File: src/rtl/nes_joypad_pkg.sv
// Shared types and constants for the NES joypad poller.
package nes_joypad_pkg;

  typedef enum logic [2:0] {
    IDLE   = 3'd0,
    STROBE = 3'd1,
    WAIT0  = 3'd2,
    CLK_HI = 3'd3,
    CLK_LO = 3'd4,
    DONE   = 3'd5
  } state_t;

  // Bit positions in o_buttons (8-bit NES pad ordering).
  localparam int BTN_A      = 0;
  localparam int BTN_B      = 1;
  localparam int BTN_SELECT = 2;
  localparam int BTN_START  = 3;
  localparam int BTN_UP     = 4;
  localparam int BTN_DOWN   = 5;
  localparam int BTN_LEFT   = 6;
  localparam int BTN_RIGHT  = 7;

endpackage

File: src/rtl/sync_2ff.sv
// Two-flop synchroniser for a single asynchronous input; reset value selectable.
module sync_2ff #(
  parameter logic RST_VAL = 1'b1
) (
  input  logic clock,
  input  logic R_reset,
  input  logic d,
  output logic q
);

  logic meta;

  // Two back-to-back flops; the output is safe to use one cycle after the first.
  always_ff @(posedge clock) begin
    if (R_reset) begin
      meta <= RST_VAL;
      q    <= RST_VAL;
    end else begin
      meta <= d;
      q    <= meta;
    end
  end

endmodule

File: src/rtl/nes_joypad_poller.sv
// Console-side scanner for a CD4021-based NES pad: periodic latch/shift cycle,
// active-low serial sampling, active-high button word plus presence flag.
module nes_joypad_poller
  import nes_joypad_pkg::*;
#(
  parameter int C_bits        = 8,
  parameter int C_strobe_clks = 256,
  parameter int C_half_clks   = 128,
  parameter int C_poll_clks   = 357142
) (
  input  logic              clock,
  input  logic              R_reset,
  input  logic              i_trigger,
  input  logic              i_joy_data,
  output logic              o_joy_strobe,
  output logic              o_joy_clock,
  output logic [C_bits-1:0] o_buttons,
  output logic              o_present,
  output logic              o_valid,
  output logic              o_busy
);

  localparam int PH_MAX    = (C_strobe_clks > C_half_clks) ? C_strobe_clks : C_half_clks;
  localparam int PH_W      = (PH_MAX > 1) ? $clog2(PH_MAX) : 1;
  localparam int K_W       = $clog2(C_bits + 1);
  localparam int POLL_W    = $clog2(C_poll_clks);
  localparam int SCAN_CLKS = C_strobe_clks + C_half_clks + 2 * C_bits * C_half_clks + 1;

  // A poll period shorter than a scan would make every periodic tick collide with a scan.
  if (C_poll_clks <= SCAN_CLKS) begin : g_poll_chk
    $error("C_poll_clks must exceed the scan duration");
  end

  state_t              state, state_n;
  logic [PH_W-1:0]     ph, ph_n;
  logic [K_W-1:0]      k, k_n;
  logic [POLL_W-1:0]   poll;
  logic [C_bits-1:0]   samp;
  logic                d_s;
  logic                capture;
  logic                finish;
  logic                start;
  logic                ph_last_strobe;
  logic                ph_last_half;

  sync_2ff #(.RST_VAL(1'b1)) u_sync (
    .clock   (clock),
    .R_reset (R_reset),
    .d       (i_joy_data),
    .q       (d_s)
  );

  assign start          = (poll == '0) || i_trigger;
  assign ph_last_strobe = (ph == PH_W'(C_strobe_clks - 1));
  assign ph_last_half   = (ph == PH_W'(C_half_clks - 1));
  assign finish         = (state_n == DONE);
  assign o_busy         = (state != IDLE);

  // Free-running poll timer; its zero value is the periodic scan request.
  always_ff @(posedge clock) begin
    if (R_reset)                              poll <= '0;
    else if (poll == POLL_W'(C_poll_clks - 1)) poll <= '0;
    else                                      poll <= poll + 1'b1;
  end

  // Next-state, phase timer and sample-capture decode.
  always_comb begin
    state_n = state;
    ph_n    = ph + 1'b1;
    k_n     = k;
    capture = 1'b0;
    case (state)
      IDLE: begin
        ph_n = '0;
        k_n  = '0;
        if (start) state_n = STROBE;
      end
      STROBE: begin
        if (ph_last_strobe) begin
          state_n = WAIT0;
          ph_n    = '0;
        end
      end
      WAIT0: begin
        if (ph_last_half) begin
          capture = 1'b1;
          state_n = CLK_HI;
          k_n     = K_W'(1);
          ph_n    = '0;
        end
      end
      CLK_HI: begin
        if (ph_last_half) begin
          state_n = CLK_LO;
          ph_n    = '0;
        end
      end
      CLK_LO: begin
        if (ph_last_half) begin
          capture = 1'b1;
          ph_n    = '0;
          if (k < K_W'(C_bits)) begin
            k_n     = k + 1'b1;
            state_n = CLK_HI;
          end else begin
            state_n = DONE;
          end
        end
      end
      DONE: begin
        state_n = IDLE;
        ph_n    = '0;
        k_n     = '0;
      end
      default: begin
        state_n = IDLE;
        ph_n    = '0;
        k_n     = '0;
      end
    endcase
  end

  // State, sample shift register, and pad-facing/result outputs (registered off next state).
  always_ff @(posedge clock) begin
    if (R_reset) begin
      state        <= IDLE;
      ph           <= '0;
      k            <= '0;
      samp         <= '1;
      o_joy_strobe <= 1'b0;
      o_joy_clock  <= 1'b0;
      o_valid      <= 1'b0;
      o_buttons    <= '0;
      o_present    <= 1'b0;
    end else begin
      state        <= state_n;
      ph           <= ph_n;
      k            <= k_n;
      o_joy_strobe <= (state_n == STROBE);
      o_joy_clock  <= (state_n == CLK_HI);
      o_valid      <= (state_n == DONE);
      // Samples enter at the top so s0 ends up at bit 0 after C_bits captures.
      if (capture && !finish) samp <= {d_s, samp[C_bits-1:1]};
      // Final sample is the presence line: a pad shifts in ground, the pull-up reads high.
      if (finish) begin
        o_present <= ~d_s;
        o_buttons <= d_s ? '0 : ~samp;
      end
    end
  end

endmodule

File: config.mk
export PLATFORM = sky130hd
export DESIGN_NAME = nes_joypad_poller
export DESIGN_NICKNAME = d
export VERILOG_FILES = /design/src/rtl/nes_joypad_pkg.sv /design/src/rtl/sync_2ff.sv /design/src/rtl/nes_joypad_poller.sv
export SDC_FILE = /design/constraint.sdc
export NUM_CORES = 1
export LEC_CHECK = 0
export BUFFER_PORTS_ARGS = -buffer_cell sky130_fd_sc_hd__buf_2
export CORE_MARGIN = 8
export CORE_UTILIZATION = 39
export CTS_BUF_LIST = sky130_fd_sc_hd__clkbuf_8
export DETAILED_ROUTE_END_ITERATION = 6
export SYNTH_ARGS = -nofsm -noshare
export SYNTH_HDL_FRONTEND = slang
export SYNTH_SLANG_ARGS = --single-unit
File: constraint.sdc
create_clock -name clock -period 3 [get_ports clock]
set_clock_uncertainty 0.2 [all_clocks]
set_input_delay 0.15 -clock clock [delete_from_list [all_inputs] [get_ports clock]]
set_output_delay 0.15 -clock clock [all_outputs]
set_load 0.02 [all_outputs]
==> results by group, run 1 <==
Power and ir drop
  • Leak: 1.09 nW
  • Gate power share: 0.049
  • Switching share of power: 0.247
  • Power per cell area: 445 nW/µm²
  • VDD IR max: 0.000249 V
  • Internal Power: ~940 µW
  • Net load switching power: between 300 and 400 µW
  • Clock power share: 0.340
  • Reg power frac: 0.611
  • Total power: between 1 and 1.5 mW

Critical path
  • WP data required: around 3000 ps
  • Crit path kind: flop to flop
  • CP max FO: 13
  • Reg2reg path depth: 5
  • Crit end category: flop
  • Flop-to-flop setup slack: around 500 ps
  • Worst EP arrival: roughly 2500 ps
  • CP Launch Type: flop
  • Worst r2r src: state[1]
  • R2r endpoint: o_buttons[3]

Synthesis
  • Ys Warns: 0
  • Netlist cell types: 45
  • Post-synthesis cell count: around 290
  • Avg Cell Area, Syn: ~9 µm²
  • #FFs+latches synth: 56
  • Cell Area, Synth: 2580 µm²
  • Sequential share of the synthesized area: 0.434
  • Post-synth net total: roughly 300

Route
  • WL final: approximately 4800 µm
  • Antenna Nets Post-Route: 0
  • DR pass1 iterations: 4
  • DRC viols: 0
  • Starting DRT DRC Count: 90
  • Vias per inst: 5.14
  • Routed length per instance: between 10 and 15 µm
  • Routed vias: about 2000

Run
  • Maxcap violations: 0

Clocking
  • Root buf cell: clkbuf_8
  • # Post-CTS Setup Buffers: 0
  • Total CTS buffers: 5
  • CTS HTree Levels: 2
  • Skew-Pair Late Insertion Delay: roughly 310 ps
  • Clock Sinks: 56
  • CTS max path bufs: 2
  • CTS tree: built
  • Clk pin slew, worst setup/hold paths: 100 ps

Floorplan
  • Row count: 29
  • Core ar.: around 6400 µm²
  • Top-Level Pins: 17
  • Chip width: between 90 and 100 µm
  • Initial Util: 0.404
  • Die ar.: ~9500 µm²
  • Die height: between 90 and 100 µm

Min path
  • Hold EP: k[1]
  • Hold_sp: R_reset
  • Min-delay worst type: primary input to flop
  • Worst Hold Path Cells: 2

Timing
  • Final hold vios: 0
  • Fmax: 400 MHz
  • Final worst-path cycle share: 0.833
  • RSZ-0062 raised after global routing: no
  • Setup violators final: 0
  • Min Hold Slack: approximately 110 ps
  • Max Slew Vio Count: 0
  • Slew @ Worst Pin: ~1100 ps
  • TNS Setup: 0 ps
  • Worst slew margin: 0.249
  • Final setup margin: between 500 and 600 ps
  • Fin crit period: about 2500 ps

Layout
  • Nets@finish: between 300 and 400
  • Post-route insts no fill: between 300 and 400
  • # diodes: 0
  • Layout area overhead: 8.87%
  • Fill cells: roughly 640
  • Layout cells sized above 1: 0.152

Global route
  • Vias in the first global route: 1913
  • Total gr overflow: 0
  • Total track usage: 0.105
  • First-pass GRT wire length: between 8000 and 9000 µm
  • Pin count of the biggest net entering global routing: 33
  • Initial antenna violation count: 0

Place
  • Placer Congestion: ~0.84
  • Placed cell count: 370
  • DPL Wire Length: around 3500 µm
  • Port bufs: 16
  • Dpl ws: roughly 520 ps

Status
  • Outcome: finished clean
cell usage in the layout (no fill, tap or decap), types with 5 or more instances in the layout:
master	count
xor2_1	10
inv_1	13
o21ai_0	10
a21oi_1	11
dfxtp_1	56
nand2_1	13
nor2_1	38
nor3_1	15
clkbuf_8	5
mux2_2	9
ha_1	5
buf_2	16
nand3_1	14
mux2i_1	8
or3_1	6
xnor2_1	10
nor2b_1	12
nand4_1	6
sequential cells by signal (all words and copies together), names as in the netlist, 3 cells and up:
register   count
samp           8
ph             8
poll          19
k              4
state          3
o_buttons      8
per-layer routing:
| metal | vias up | GRT usage | wire length, µm |
|---|---|---|---|
| met2 | 35 | 0.161 | 2050 |
| met5 | - | 0 | 0 |
| li1 | 1023 | - | - |
| met4 | 0 | 0.0478 | 93 |
| met1 | 881 | 0.134 | 2550 |
| met3 | 9 | 0.0256 | 153 |
Yosys cell counts (all sizes together):
cell type,count,share of area
nand3,14,0.027
or4,4,0.014
o311ai,1,0.0034
nand4,7,0.023
mux2,9,0.039
o21ai,10,0.019
or3,6,0.015
xnor2,10,0.034
inv,13,0.019
o21a,4,0.012
o31a,1,0.0034
dfxtp,56,0.43
mux2i,8,0.031
a21boi,1,0.0029
o31ai,2,0.0058
and2,3,0.0078
and3,5,0.013
and4,2,0.0073
a21oi,11,0.021
nand4b,2,0.0068
ha,5,0.024
nand3b,1,0.0029
o22ai,2,0.0073
nor4,4,0.0097
o41ai,1,0.0063
nor4b,3,0.016
nor3,15,0.029
nor2b,12,0.029
clkbuf,7,0.011
or2,3,0.0073
xor2,10,0.034
nand2,13,0.019
buf,5,0.012
nor2,38,0.055
logic make-up (layout without fill, tap and decap cells):
group,count (synthesis),after routing,share of synthesized area
compound gates,33,33,0.0814
xor+xnor,20,20,0.0679
fa+ha+maj,5,5,0.0242
buf+inv,25,39,0.0412
flops,56,56,0.434
mux,17,17,0.0703
simple gates,132,132,0.281
metrics by stage:
| stage | utilization | area [µm²] |
|---|---|---|
| after global placement | 0.424 | 2710 |
| final | 0.440 | 2810 |
| after floorplan | - | 2580 |
| after detailed placement | 0.424 | 2710 |
| after CTS | 0.440 | 2810 |
| after global routing | 0.440 | 2810 |
worst max-delay path, cell delays in order, from the launching register on:
cell and delay [ps]:
dfxtp_1 450, or3_1 510, nand4b_1 220, o22ai_1 200, o21a_1 430, mux2_2 390
layout make-up:
| cell class | instances | area (µm²) | area share |
|---|---|---|---|
| multi-input cells | 207 | 1350 | 0.482 |
| flip-flops and latches | 56 | 1120 | 0.399 |
| repair buffers | 18 | 97.6 | 0.0347 |
| clock buffers | 5 | 68.8 | 0.0245 |
| inverters | 13 | 48.8 | 0.0174 |
| well taps | 77 | 96.3 | 0.0343 |
| clock inverters | 3 | 23.8 | 0.00846 |
timing repair:
| item | in CTS | in global routing |
|---|---|---|
| hold endpoints to repair | 1 | 0 |
| setup endpoints to repair | 0 | 0 |
| gates resized for setup | 0 | 0 |
| hold buffers | 1 | 0 |
worst max path at each step:
stage,cells past startpoint,startpoint,slack [ps],to
after global routing,5,state[1],350,o_buttons[3]
after floorplan,8,ph[0],730,samp[1]
after global placement,5,state[1],550,o_buttons[0]
after detailed placement,5,state[1],520,o_buttons[6]
after CTS,5,state[1],500,o_buttons[3]
final,5,state[1],500,o_buttons[3]
power groups by stage:
stage / combinational, mW / sequential (mW) / clock [mW]
3_3_place_gp: 0.0608 / 0.781 / 0
2_1_floorplan: 0.0465 / 0.777 / 0
5_1_grt: 0.0714 / 0.766 / 0.463
3_5_place_dp: 0.0615 / 0.781 / 0
6_report: 0.0617 / 0.764 / 0.424
4_1_cts: 0.0627 / 0.764 / 0.439
(Power assumes the default switching activity.)
==> inputs of run 2 (changes only) <==
ABC_AREA = 1   (was default)
clock period = 2.35 ns   (was 3 ns; I/O delays follow)
==> run 2 against run 1 <==
Against the previous run: power up 30%; worst hold slack improved by 56 ps; cell area rose by 4.3%; flip-flop and latch count unchanged; routed wire length up 9.9%; critical path type unchanged; largest power group unchanged.
==> results by group, run 2 <==
Status
  • Outcome: finished clean

Synthesis
  • Asr flop ratio synth: 0
  • Post-synthesis cell count: 354
  • Synth cell count leaders: nand2_1 (75), dfxtp_1 (56), nor2_1 (48)
  • Cell Area, Synth: approximately 2600 µm²
  • Leading post-synthesis cells by cell area: dfxtp_1 (43%), nand2_1 (11%), nor2_1 (7.0%), inv_1 (5.8%), nand3_1 (5.6%)
  • Ys Warns: 0
  • Top-area cell type share of the netlist area: 0.434
  • #FFs+latches synth: 56
  • Post-synth top area cell: dfxtp_1
  • Sequential share of the synthesized area: 0.434
  • Post-synth top flop: dfxtp_1
  • Post-synth net total: 363
  • Avg Cell Area, Syn: roughly 7.3 µm²
  • Count leader, synth: nand2_1
  • Post-synth EDFFs: 0
  • Netlist cell types: 30

Min path
  • Worst Hold Path Cells: 7
  • Hold_sp: i_trigger
  • Min-delay worst type: primary input to flop
  • Hold EP: state[0]

Critical path
  • Worst r2r src: ph[0]
  • WP data required: ~2400 ps
  • Crit path kind: flop to flop
  • Crit end category: flop
  • R2r endpoint: samp[6]
  • CP Launch Type: flop
  • Flop-to-flop setup slack: about 200 ps
  • CP max FO: 6
  • Worst EP arrival: 2150 ps
  • Reg2reg path depth: 11

Layout
  • Layout area overhead: 13.5%
  • Post-route insts no fill: about 460
  • Biggest register: poll
  • Final Cell Area: between 2000 and 3000 µm²
  • Most common cell after layout, fill and taps aside: nand2_1
  • # diodes: 0
  • Max reg flops: 19
  • Most frequent cells in the layout: nand2_1 (74), dfxtp_1 (56), nor2_1 (48)
  • Nets@finish: ~390
  • Layout cells sized above 1: 0.164

Route
  • Routed vias: ~2300
  • WL final: 5320 µm
  • Vias per inst: approximately 5
  • Antenna Nets Post-Route: 0
  • Routed length per instance: 11.5 µm
  • Starting DRT DRC Count: between 70 and 80
  • DR pass1 iterations: 4
  • DRC viols: 0

Global route
  • Vias in the first global route: ~2100
  • Initial antenna violation count: 0
  • Pin count of the biggest net entering global routing: 20
  • Total track usage: 0.108
  • First-pass GRT wire length: 8910 µm
  • Total gr overflow: 0

Floorplan
  • Chip width: ~97 µm
  • Row count: 29
  • Die ar.: around 9500 µm²
  • Top-Level Pins: 17
  • Initial Util: 0.404
  • Die height: just under 100 µm
  • Core ar.: 6390 µm²

Clocking
  • Clk pin slew, worst setup/hold paths: between 100 and 150 ps
  • CTS HTree Levels: 2
  • Total CTS buffers: 5
  • CTS tree: built
  • Clock Sinks: 56
  • Root buf cell: clkbuf_8
  • Skew-Pair Late Insertion Delay: roughly 310 ps
  • CTS max path bufs: 2

Timing
  • Final setup margin: 199 ps
  • Slew @ Worst Pin: 414 ps
  • Fin crit period: between 2000 and 2500 ps
  • Max Slew Vio Count: 0
  • Final hold vios: 0
  • Fmax: between 400 and 500 MHz
  • Final worst-path cycle share: 0.915
  • TNS Setup: 0 ps
  • Worst slew margin: 0.724
  • Setup violators final: 0
  • RSZ-0062 raised after global routing: no

Power and ir drop
  • Leak: 1.24 nW
  • VDD IR max: between 0.0002 and 0.0003 V
  • Power per cell area: 553 nW/µm²
  • Total power: ~1.6 mW

Place
  • Port bufs: 16
  • Placed cell areas: approximately 2700 µm²
  • Placed cell count: approximately 440
  • DPL Wire Length: about 3800 µm
  • Placer Congestion: just over 0.8
  • Dpl ws: around 70 ps

Run
  • Maxcap violations: 0
run 2: cell type report:
class                   count  area [µm²]
clock inverters             3        22.5
clock buffers               5        68.8
flip-flops and latches     56        1120
well taps                  77        96.3
repair buffers             32         205
multi-input cells         248        1260
fillers                   652        3460
inverters                  41         154
run 2: worst max path at each step:
stage,start,end,slack [ps],cells after the start
6_report,ph[0],samp[6],200,11
5_1_grt,ph[0],samp[6],20,11
4_1_cts,ph[0],samp[0],60,11
3_5_place_dp,ph[0],samp[0],70,11
3_3_place_gp,ph[0],samp[5],170,11
2_1_floorplan,ph[0],samp[0],450,11
run 2: cells by family after synthesis:
kind of cell,Yosys count,synth area share
buf+inv,51,0.0814
fa+ha+maj,5,0.0242
simple gates,195,0.350
compound gates,38,0.0790
flops,56,0.434
xor+xnor,9,0.0305
run 2: routing by layer:
| metal | up-vias | GRT usage | routed length (µm) | share of wire |
|---|---|---|---|---|
| li1 | 1201 | - | - | - |
| met1 | 1035 | 0.132 | 2590 | 0.49 |
| met2 | 28 | 0.182 | 2530 | 0.48 |
| met3 | 2 | 0.0277 | 173 | 0.033 |
| met4 | 0 | 0.0326 | 25 | 0.0047 |
| met5 | - | 0 | 0 | 0 |
run 2: metrics by stage:
step / utilization / hold WS, ps
final: 0.459 / 165
after global routing: 0.459 / 241
after CTS: 0.445 / 180
after detailed placement: 0.428 / 105
after global placement: 0.428 / 108
after floorplan: - / 21.3
run 2: critical path, stage by stage (launching register included):
cell     delay (ps)
dfxtp_1         360
ha_1            210
nand3_2         140
inv_1           100
nand2_1          80
nand2_1          90
a21oi_1         120
nor2_4          230
nand3_2         190
buf_4           180
nand3_1          60
nand3_1          80
run 2: power by group:
group	internal (mW)	switching [mW]	leakage, nW
clock network	0.215	0.330	0.0485
registers	0.962	0.0105	0.453
logic	0.0346	0.0699	0.741
run 2: timing repair:
action,4_1_cts,5_1_grt
endpoints found under the setup margin,0,17
endpoints found under the hold margin,7,0
hold buffers,2,0
resized for setup,0,1
setup buffers,0,10
